`config.mk`:
```
export PLATFORM = sky130hd
export DESIGN_NAME = moving_sum_avg
export DESIGN_NICKNAME = d
export VERILOG_FILES = /design/src/rtl/moving_sum_avg_pkg.sv /design/src/rtl/moving_sum_avg_delay_ram_rf.sv /design/src/rtl/moving_sum_avg.sv
export SDC_FILE = /design/constraint.sdc
export NUM_CORES = 1
export LEC_CHECK = 0
export ABC_AREA = 1
export ABC_CLOCK_PERIOD_IN_PS = 3400
export BUFFER_PORTS_ARGS = -buffer_cell sky130_fd_sc_hd__buf_2
export CAP_MARGIN = 20
export CORE_AREA = 4 4 251 253
export CTS_CLUSTER_DIAMETER = 60
export DETAILED_ROUTE_END_ITERATION = 16
export DIE_AREA = 0 0 255 257
export SYNTH_ARGS = -nofsm -noshare
export SYNTH_HDL_FRONTEND = slang
export SYNTH_HIERARCHICAL = 1
export SYNTH_SLANG_ARGS = --single-unit
export TNS_END_PERCENT = 50
```
`constraint.sdc`:
```
create_clock -name clk -period 3.4 [get_ports clk]
set_input_delay 0.17 -clock clk [delete_from_list [all_inputs] [get_ports clk]]
set_output_delay 0.17 -clock clk [all_outputs]
set_load 0.01 [all_outputs]
```
`src/rtl/moving_sum_avg_pkg.sv`:
```
// moving_sum_avg_pkg
//   Shared constants for the moving-sum / moving-variance chain, plus a
//   sign-extension macro used by every stage that widens a signed value.
//   No ports.

`ifndef MOVING_SUM_AVG_PKG_SV
`define MOVING_SUM_AVG_PKG_SV

// Sign-extend 'val' (a plain identifier, from_w bits wide) to to_w bits.
// to_w must be strictly greater than from_w.
`define MSA_SEXT(val, from_w, to_w) {{((to_w)-(from_w)){val[(from_w)-1]}}, val}

package moving_sum_avg_pkg;

  localparam int DIN_WIDTH_DEF = 16;
  localparam int WIN_BITS_DEF  = 5;
  localparam int WIN_LEN       = 2**WIN_BITS_DEF;
  // One extra bit per doubling of the window covers the worst case of
  // WIN_LEN samples all at full scale.
  localparam int SUM_WIDTH_DEF = DIN_WIDTH_DEF + WIN_BITS_DEF;

endpackage

`endif

```
`src/rtl/moving_sum_avg_delay_ram_rf.sv`:
```
// delay_ram_rf
//   Single-port, read-first RAM with a registered read port. When en is high,
//   rdata captures the word previously stored at addr while wdata replaces it.
//   No reset, so it maps onto block RAM.
// Ports:
//   clk    rising-edge clock
//   en     access enable (read old word and write new word)
//   addr   word address
//   wdata  write data
//   rdata  registered read data (old contents of addr)

module delay_ram_rf #(
  parameter int DATA_WIDTH = 16,
  parameter int ADDR_WIDTH = 5
) (
  input  logic                  clk,
  input  logic                  en,
  input  logic [ADDR_WIDTH-1:0] addr,
  input  logic [DATA_WIDTH-1:0] wdata,
  output logic [DATA_WIDTH-1:0] rdata
);

  logic [DATA_WIDTH-1:0] mem [2**ADDR_WIDTH];

  always_ff @(posedge clk) begin
    if (en) begin
      rdata     <= mem[addr];
      mem[addr] <= wdata;
    end
  end

endmodule

```
`src/rtl/moving_sum_avg.sv`:
```
// moving_sum_avg
//   Moving sum and moving mean over the last 2**WIN_BITS valid samples of a
//   signed stream. A circular delay line holds the window; the accumulator is
//   updated incrementally (acc += new - oldest). Three register stages:
//   RAM access, difference, accumulate.
// Ports:
//   clk          rising-edge clock
//   rst_n        asynchronous active-low reset
//   din          signed input sample
//   din_valid    sample qualifier, may be high every cycle
//   dout_sum     signed sum of the last min(n, 2**WIN_BITS) samples
//   dout_mean    dout_sum >>> WIN_BITS (floor toward -inf)
//   dout_valid   one pulse per accepted sample
//   window_full  high once a full window has been accepted since reset

module moving_sum_avg
  import moving_sum_avg_pkg::*;
#(
  parameter int DIN_WIDTH = DIN_WIDTH_DEF,
  parameter int WIN_BITS  = WIN_BITS_DEF,
  parameter int SUM_WIDTH = DIN_WIDTH + WIN_BITS
) (
  input  logic                        clk,
  input  logic                        rst_n,
  input  logic signed [DIN_WIDTH-1:0] din,
  input  logic                        din_valid,
  output logic signed [SUM_WIDTH-1:0] dout_sum,
  output logic signed [DIN_WIDTH-1:0] dout_mean,
  output logic                        dout_valid,
  output logic                        window_full
);

  localparam int                WIN_N     = 2**WIN_BITS;
  localparam logic [WIN_BITS:0] FILL_MAX  = (WIN_BITS+1)'(WIN_N);
  localparam logic [WIN_BITS:0] FILL_LAST = (WIN_BITS+1)'(WIN_N - 1);
  localparam logic [WIN_BITS:0] FILL_ONE  = (WIN_BITS+1)'(1);
  localparam logic [WIN_BITS-1:0] PTR_ONE = WIN_BITS'(1);

  // stage 1
  logic [WIN_BITS-1:0]         wr_ptr;
  logic [WIN_BITS:0]           fill_cnt;
  logic signed [DIN_WIDTH-1:0] din_r;
  logic signed [DIN_WIDTH-1:0] old;
  logic                        v1;
  logic                        mask1;
  logic                        full1;

  // stage 2
  logic signed [DIN_WIDTH:0]   din_x;
  logic signed [DIN_WIDTH:0]   old_x;
  logic signed [DIN_WIDTH:0]   diff;
  logic                        v2;
  logic                        full2;

  // stage 3
  logic signed [SUM_WIDTH-1:0] diff_x;
  logic signed [SUM_WIDTH-1:0] sum_next;
  logic signed [SUM_WIDTH-1:0] acc;

  delay_ram_rf #(
    .DATA_WIDTH (DIN_WIDTH),
    .ADDR_WIDTH (WIN_BITS)
  ) u_ram (
    .clk   (clk),
    .en    (din_valid),
    .addr  (wr_ptr),
    .wdata (din),
    .rdata (old)
  );

  // RAM words are never cleared; mask1 keeps stale contents out of the sum
  // until the slot being overwritten was written since reset.
  always_ff @(posedge clk or negedge rst_n) begin
    if (!rst_n) begin
      wr_ptr   <= '0;
      fill_cnt <= '0;
      din_r    <= '0;
      v1       <= 1'b0;
      mask1    <= 1'b0;
      full1    <= 1'b0;
    end else begin
      v1 <= din_valid;
      if (din_valid) begin
        din_r  <= din;
        mask1  <= (fill_cnt == FILL_MAX);
        full1  <= (fill_cnt >= FILL_LAST);
        wr_ptr <= wr_ptr + PTR_ONE;
        if (fill_cnt != FILL_MAX)
          fill_cnt <= fill_cnt + FILL_ONE;
      end
    end
  end

  always_comb begin
    din_x = `MSA_SEXT(din_r, DIN_WIDTH, DIN_WIDTH+1);
    old_x = '0;
    if (mask1)
      old_x = `MSA_SEXT(old, DIN_WIDTH, DIN_WIDTH+1);
  end

  always_ff @(posedge clk or negedge rst_n) begin
    if (!rst_n) begin
      diff  <= '0;
      v2    <= 1'b0;
      full2 <= 1'b0;
    end else begin
      v2 <= v1;
      if (v1) begin
        diff  <= din_x - old_x;
        full2 <= full1;
      end
    end
  end

  always_comb begin
    diff_x   = `MSA_SEXT(diff, DIN_WIDTH+1, SUM_WIDTH);
    sum_next = acc + diff_x;
  end

  // The top DIN_WIDTH bits of the sum are exactly sum >>> WIN_BITS, and the
  // sum's range guarantees the mean fits DIN_WIDTH bits.
  always_ff @(posedge clk or negedge rst_n) begin
    if (!rst_n) begin
      acc         <= '0;
      dout_mean   <= '0;
      dout_valid  <= 1'b0;
      window_full <= 1'b0;
    end else begin
      dout_valid <= v2;
      if (v2) begin
        acc       <= sum_next;
        dout_mean <= sum_next[SUM_WIDTH-1:WIN_BITS];
        if (full2)
          window_full <= 1'b1;
      end
    end
  end

  assign dout_sum = acc;

endmodule

```
## Word-level counts from Yosys, hierarchy flattened

Memories as Yosys holds them, arrays and structs flattened. A register that Yosys moved wholly into a read port is not among the register bits.
Cells that the tools add are included.
Widths: inputs -> output; s select.

| word-level totals | value |
|---|---|
| bits in registers | 88 |
| memories kept | 1 |
| RAM bits | 512 |

| operators by class | value |
|---|---|
| order comparisons | 1 |
| reductions and logical operators | 2 |
| multiplexer cells | 3 |
| add/sub/neg operators | 4 |
| eq/ne operators | 2 |

Memory list:

| name | depth | width | rd ports | clocked after memory_dff | write ports | line | text |
|---|---|---|---|---|---|---|---|
| u_ram.mem | 32 | 16 | 1 | 1 | 1 | moving_sum_avg_delay_ram_rf.sv:23 | `logic [DATA_WIDTH-1:0] mem [2**ADDR_WIDTH];` |

Operators with widths:

| kind | number |
|---|---|
| $add 21x17->21 | 1 |
| $mux 17 | 1 |
| $sub 16x17->17 | 1 |
| $add 6x1->6 const B | 1 |
| $eq 6x6->1 const B | 1 |
| $ge 6x5->1 const B | 1 |
| $ne 6x6->1 const B | 1 |
| $add 5x1->5 const B | 1 |
| $reduce_and 2->1 | 2 |
| $mux 1 | 2 |

## Longest topological paths before layout

| depth | value |
|---|---|
| word-level depth | 2 |
| depth in mapped cells | 16 |

## Hierarchy

The synthesis kept the hierarchy.

Modules (own cells, without submodules):

| module | times used | cells each | area each (um^2) | seq. area each (um^2) |
|---|---|---|---|---|
| delay_ram_rf | 1 | 2074 | 22101.2 | 15855.2 |
| moving_sum_avg | 1 | 723 | 5103.6 | 1801.7 |

## Worst setup path before layout

No wires, ideal clock.

| timing path | value |
|---|---|
| path type | register to register |
| start | register wr_ptr[2] |
| end | memory u_ram.mem[28][0], enable pin |
| setup time | 0.388 ns |
| clock period less this slack | 2.242 ns |
| setup slack | 1.158 ns |
| cell stages (with the launch flop) | 7 |
| arrival | 1.853 ns |
| required time | 3.012 ns |
| path through | dfrtp_1 > buf_6 > inv_4 > nor3_4 > buf_6 > inv_1 > nor2_1 |

RTL lines:

| what | line | text |
|---|---|---|
| from (decl) | moving_sum_avg.sv:40 | `logic [WIN_BITS-1:0] wr_ptr;` |
| from (signal assigned) | moving_sum_avg.sv:87 | `wr_ptr <= wr_ptr + PTR_ONE;` |
| to (decl) | moving_sum_avg_delay_ram_rf.sv:23 |  |

No word-level cell before the write port.

## Worst setup path after layout

| timing path | value |
|---|---|
| start | register wr_ptr[1] |
| end | memory u_ram.mem[23][4], enable pin |

No word-level cell before the write port.

==> metrics.csv <==
stage;metric;value;unit
outcome;status;finished clean;
logic_synthesis;ys.flop_type;edfxtp_1;
route;totalWireLength;67800;um
logic_synthesis;ys_warn_count;6;
power_and_ir_drop;combPwrFrac;0.355;
critical_path;end_kind;flop;
sta;timing.slew.headroom;0.345;
flow_run;max_cap_viol_count;0;
route;ant_nets;0;
critical_path;crit_required;3.68;ns
floorplanning;start_util;0.446;
logic_synthesis;syn-num-nets;2857;
logic_synthesis;netlist_area;27200;sq um
sta;setup_viol_count_final;0;
clock_network;cts-htree-levels;3;
floorplanning;ios;58;
sta;worst_pin_slew;0.983;ns
logic_synthesis;ys_ff_latch;600;
critical_path;r2r_start;wr_ptr[1];
clock_network;clock_latency;0.61;ns
cells_and_area;post_route_cells_drive_above_1_share;0.0859;
sta;rsz0062_at_grt;no;
sta;fin_tns_setup;0;ns
min_path;min_path_type;input port to flop;
grt;antenna_found_initial;0;
route;drcViolationCount;0;
power_and_ir_drop;p_int;0.0159;W
grt;grtUsageTotal;0.208;
cells_and_area;fillers;5547;
logic_synthesis;yosysUniqueCellTypes;34;
clock_network;cts_buffers;68;
cells_and_area;finish.net_count;2917;
floorplanning;dieArea;65500;sq um
critical_path;crit_path_start;wr_ptr[1];
power_and_ir_drop;p_per_area;850;nW/um^2
power_and_ir_drop;switching_share;0.384;
floorplanning;chipHeight;257;um
route;avgRoutedWirePerCell;18.3;um
grt;grt_start_max_net_pins;147;
sta;layout_min_cycle_time;2.56;ns
power_and_ir_drop;power_frac_clock;0.279;
placement;dp_slack;0.919;ns
grt;grt_pass1_vias;18224;
logic_synthesis;synth_cells;2797;
clock_network;cts_root_buffer;clkbuf_16;
logic_synthesis;synth.avg_cell_area;9.73;sq um
route;drtIter0Drc;1574;
clock_network;clock-sinks;600;
clock_network;ctsResizeCount;0;
sta;slew_violations;0;
power_and_ir_drop;seq_power_share;0.367;
sta;final-hold-violation-count;0;
min_path;hp-start;din[14];
logic_synthesis;seq_area_frac_synth;0.649;
clock_network;clk_path_buf_depth;3;
route;vias;18619;
sta;skew;0.0230;ns
power_and_ir_drop;p_leak;13.3;nW
placement;io_buffers;57;
grt;grt_pass1_wl;105000;um
sta;finalWorstSetupSlack;0.836;ns
critical_path;crit_type;flop to flop;
critical_path;critPathMaxFanout;65;
critical_path;critPathArrivalTime;2.84;ns
sta;post-route-period-util;0.754;
route;drtPass1Iterations;5;
logic_synthesis;async_flop_share;0.120;
placement;detailed_place_hpwl;41000;um
sta;fmax;390;MHz
floorplanning;fp-row-count;91;
power_and_ir_drop;ir_drop;627;uV
floorplanning;dieWidth;255;um
route;via_per_inst;5.03;
grt;grt_overflow;0;
clock_network;clkTransAtPathRegs;0.06;ns
logic_synthesis;synth_edf_count;528;
power_and_ir_drop;p_sw;0.00990;W
placement;gp_congestion;0.882;
cells_and_area;area_growth_syn_to_layout;11.5;%
floorplanning;core_area;61000;sq um
critical_path;start_kind;flop;
clock_network;cts_tree;done;
-- per-stage QoR --
stage	hold slack [ns]	utilization	cells	power, W	cell area (sq um)
6_report	0.189	0.497	3702	0.0258	30300
5_1_grt	0.217	0.497	3701	0.0275	30300
4_1_cts	0.167	0.497	3701	0.0259	30300
3_5_place_dp	0.385	0.461	3575	0.0187	28100
3_3_place_gp	0.368	0.461	3575	0.0186	28100
2_1_floorplan	-0.126	-	2797	0.0163	27200
-- flip-flops by register name, indices dropped and copies added (netlist names) --
name	cells
mask1	1
fill_cnt	6
wr_ptr	5
u_ram/mem	512
window_full	1
v1	1
full1	1
v2	1
dout_valid	1
dout_mean	16
full2	1
dout_sum	5
din_r	16
diff	17
u_ram/rdata	16
-- path summary, 6_finish.rpt --
check	to	slack, ns	cells after the start
min in group asynchronous	dout_mean[13]	0.25	2
min	din_r[14]	0.19	3
max reg2reg	u_ram/mem[23][4]	0.84	4
max	u_ram/mem[23][4]	0.84	4
max in group asynchronous	wr_ptr[0]	2.42	2
min reg2reg	window_full	0.45	1
-- cell families (layout without fill, tap and decap cells) --
logic type               count (synthesis)  count (layout)  share of synthesized area
flip-flops                             600             600                      0.649
adder cells (fa/ha/maj)                 41              41                     0.0194
buffers and inverters                  219             333                     0.0448
other                                    0               1                          0
AO/OA/AOI/OAI                           65              65                     0.0129
AND/OR/NAND/NOR                       1852            1852                      0.267
XOR/XNOR                                20              20                    0.00644
-- timing repair --
item | 4_1_cts | 5_1_grt
hold endpoints to repair | 75 | 0
hold buffers | 2 | 0
setup buffers | 0 | 0
-- critical path, cell delays in order, from the launching register on --
cell and delay, ns:
dfrtp_4 0.65, buf_12 0.36, nand3_1 0.62, nor2_1 0.29, buf_4 0.31
-- cell usage in the layout (no fill, tap or decap), types with 4 or more instances in the layout --
cell          n
nor3_4        8
xnor2_1      14
inv_1        86
nand2_1    1655
clkinv_2     10
nor2_1       96
clkinv_1     14
nand3_2       5
edfxtp_1    528
buf_2        56
inv_6         4
nand3_1      47
xor2_1        6
nand2_2      10
buf_4        54
bufinv_16     5
and2_1        5
clkbuf_16    71
dfrtp_1      70
nand4_1       7
o21ai_0      23
a21oi_1      30
nor2_4        4
ha_1         39
o21bai_1      6
buf_12        4
nand3b_1      9
clkbuf_1     15
-- layer usage --
layer | vias to the layer above | GRT usage | wire (um)
li1 | 9125 | - | -
met1 | 8792 | 0.279 | 29000
met2 | 553 | 0.340 | 32200
met3 | 149 | 0.0416 | 4120
met4 | 0 | 0.0738 | 2440
met5 | - | 0 | 0
-- Yosys cell counts, drive strengths merged (6+ instances only) --
cell,instances,area share
nand3b,9,0.0025
a21oi,30,0.0055
clkbuf,17,0.0023
edfxtp,528,0.58
nand2,1665,0.23
o21bai,6,0.0017
inv,92,0.013
xor2,6,0.0019
nor3,8,0.0048
dfrtp,72,0.066
o21ai,26,0.0049
nor2,103,0.016
xnor2,14,0.0045
nand4,7,0.0016
nand3,52,0.010
ha,39,0.018
buf,109,0.029
-- layout make-up --
| type | count | area (sq um) | area share |
|---|---|---|---|
| flip-flops and latches | 600 | 17700 | 0.582 |
| repair buffers | 116 | 786 | 0.0259 |
| inverters | 93 | 364 | 0.0120 |
| well taps | 790 | 988 | 0.0326 |
| diodes | 1 | 2.50 | 0.0000825 |
| multi-input cells | 1978 | 8330 | 0.275 |
| clock buffers | 88 | 1860 | 0.0613 |
| clock inverters | 36 | 335 | 0.0111 |
-- power by group through the flow --
stage,clock network (W),logic [W],registers [W]
after floorplan,0,0.00690,0.00939
after global placement,0,0.00904,0.00958
after detailed placement,0,0.00913,0.00960
after CTS,0.00731,0.00918,0.00945
after global routing,0.00765,0.0103,0.00954
final,0.00718,0.00915,0.00945
Power figures use the tool's default switching activity.
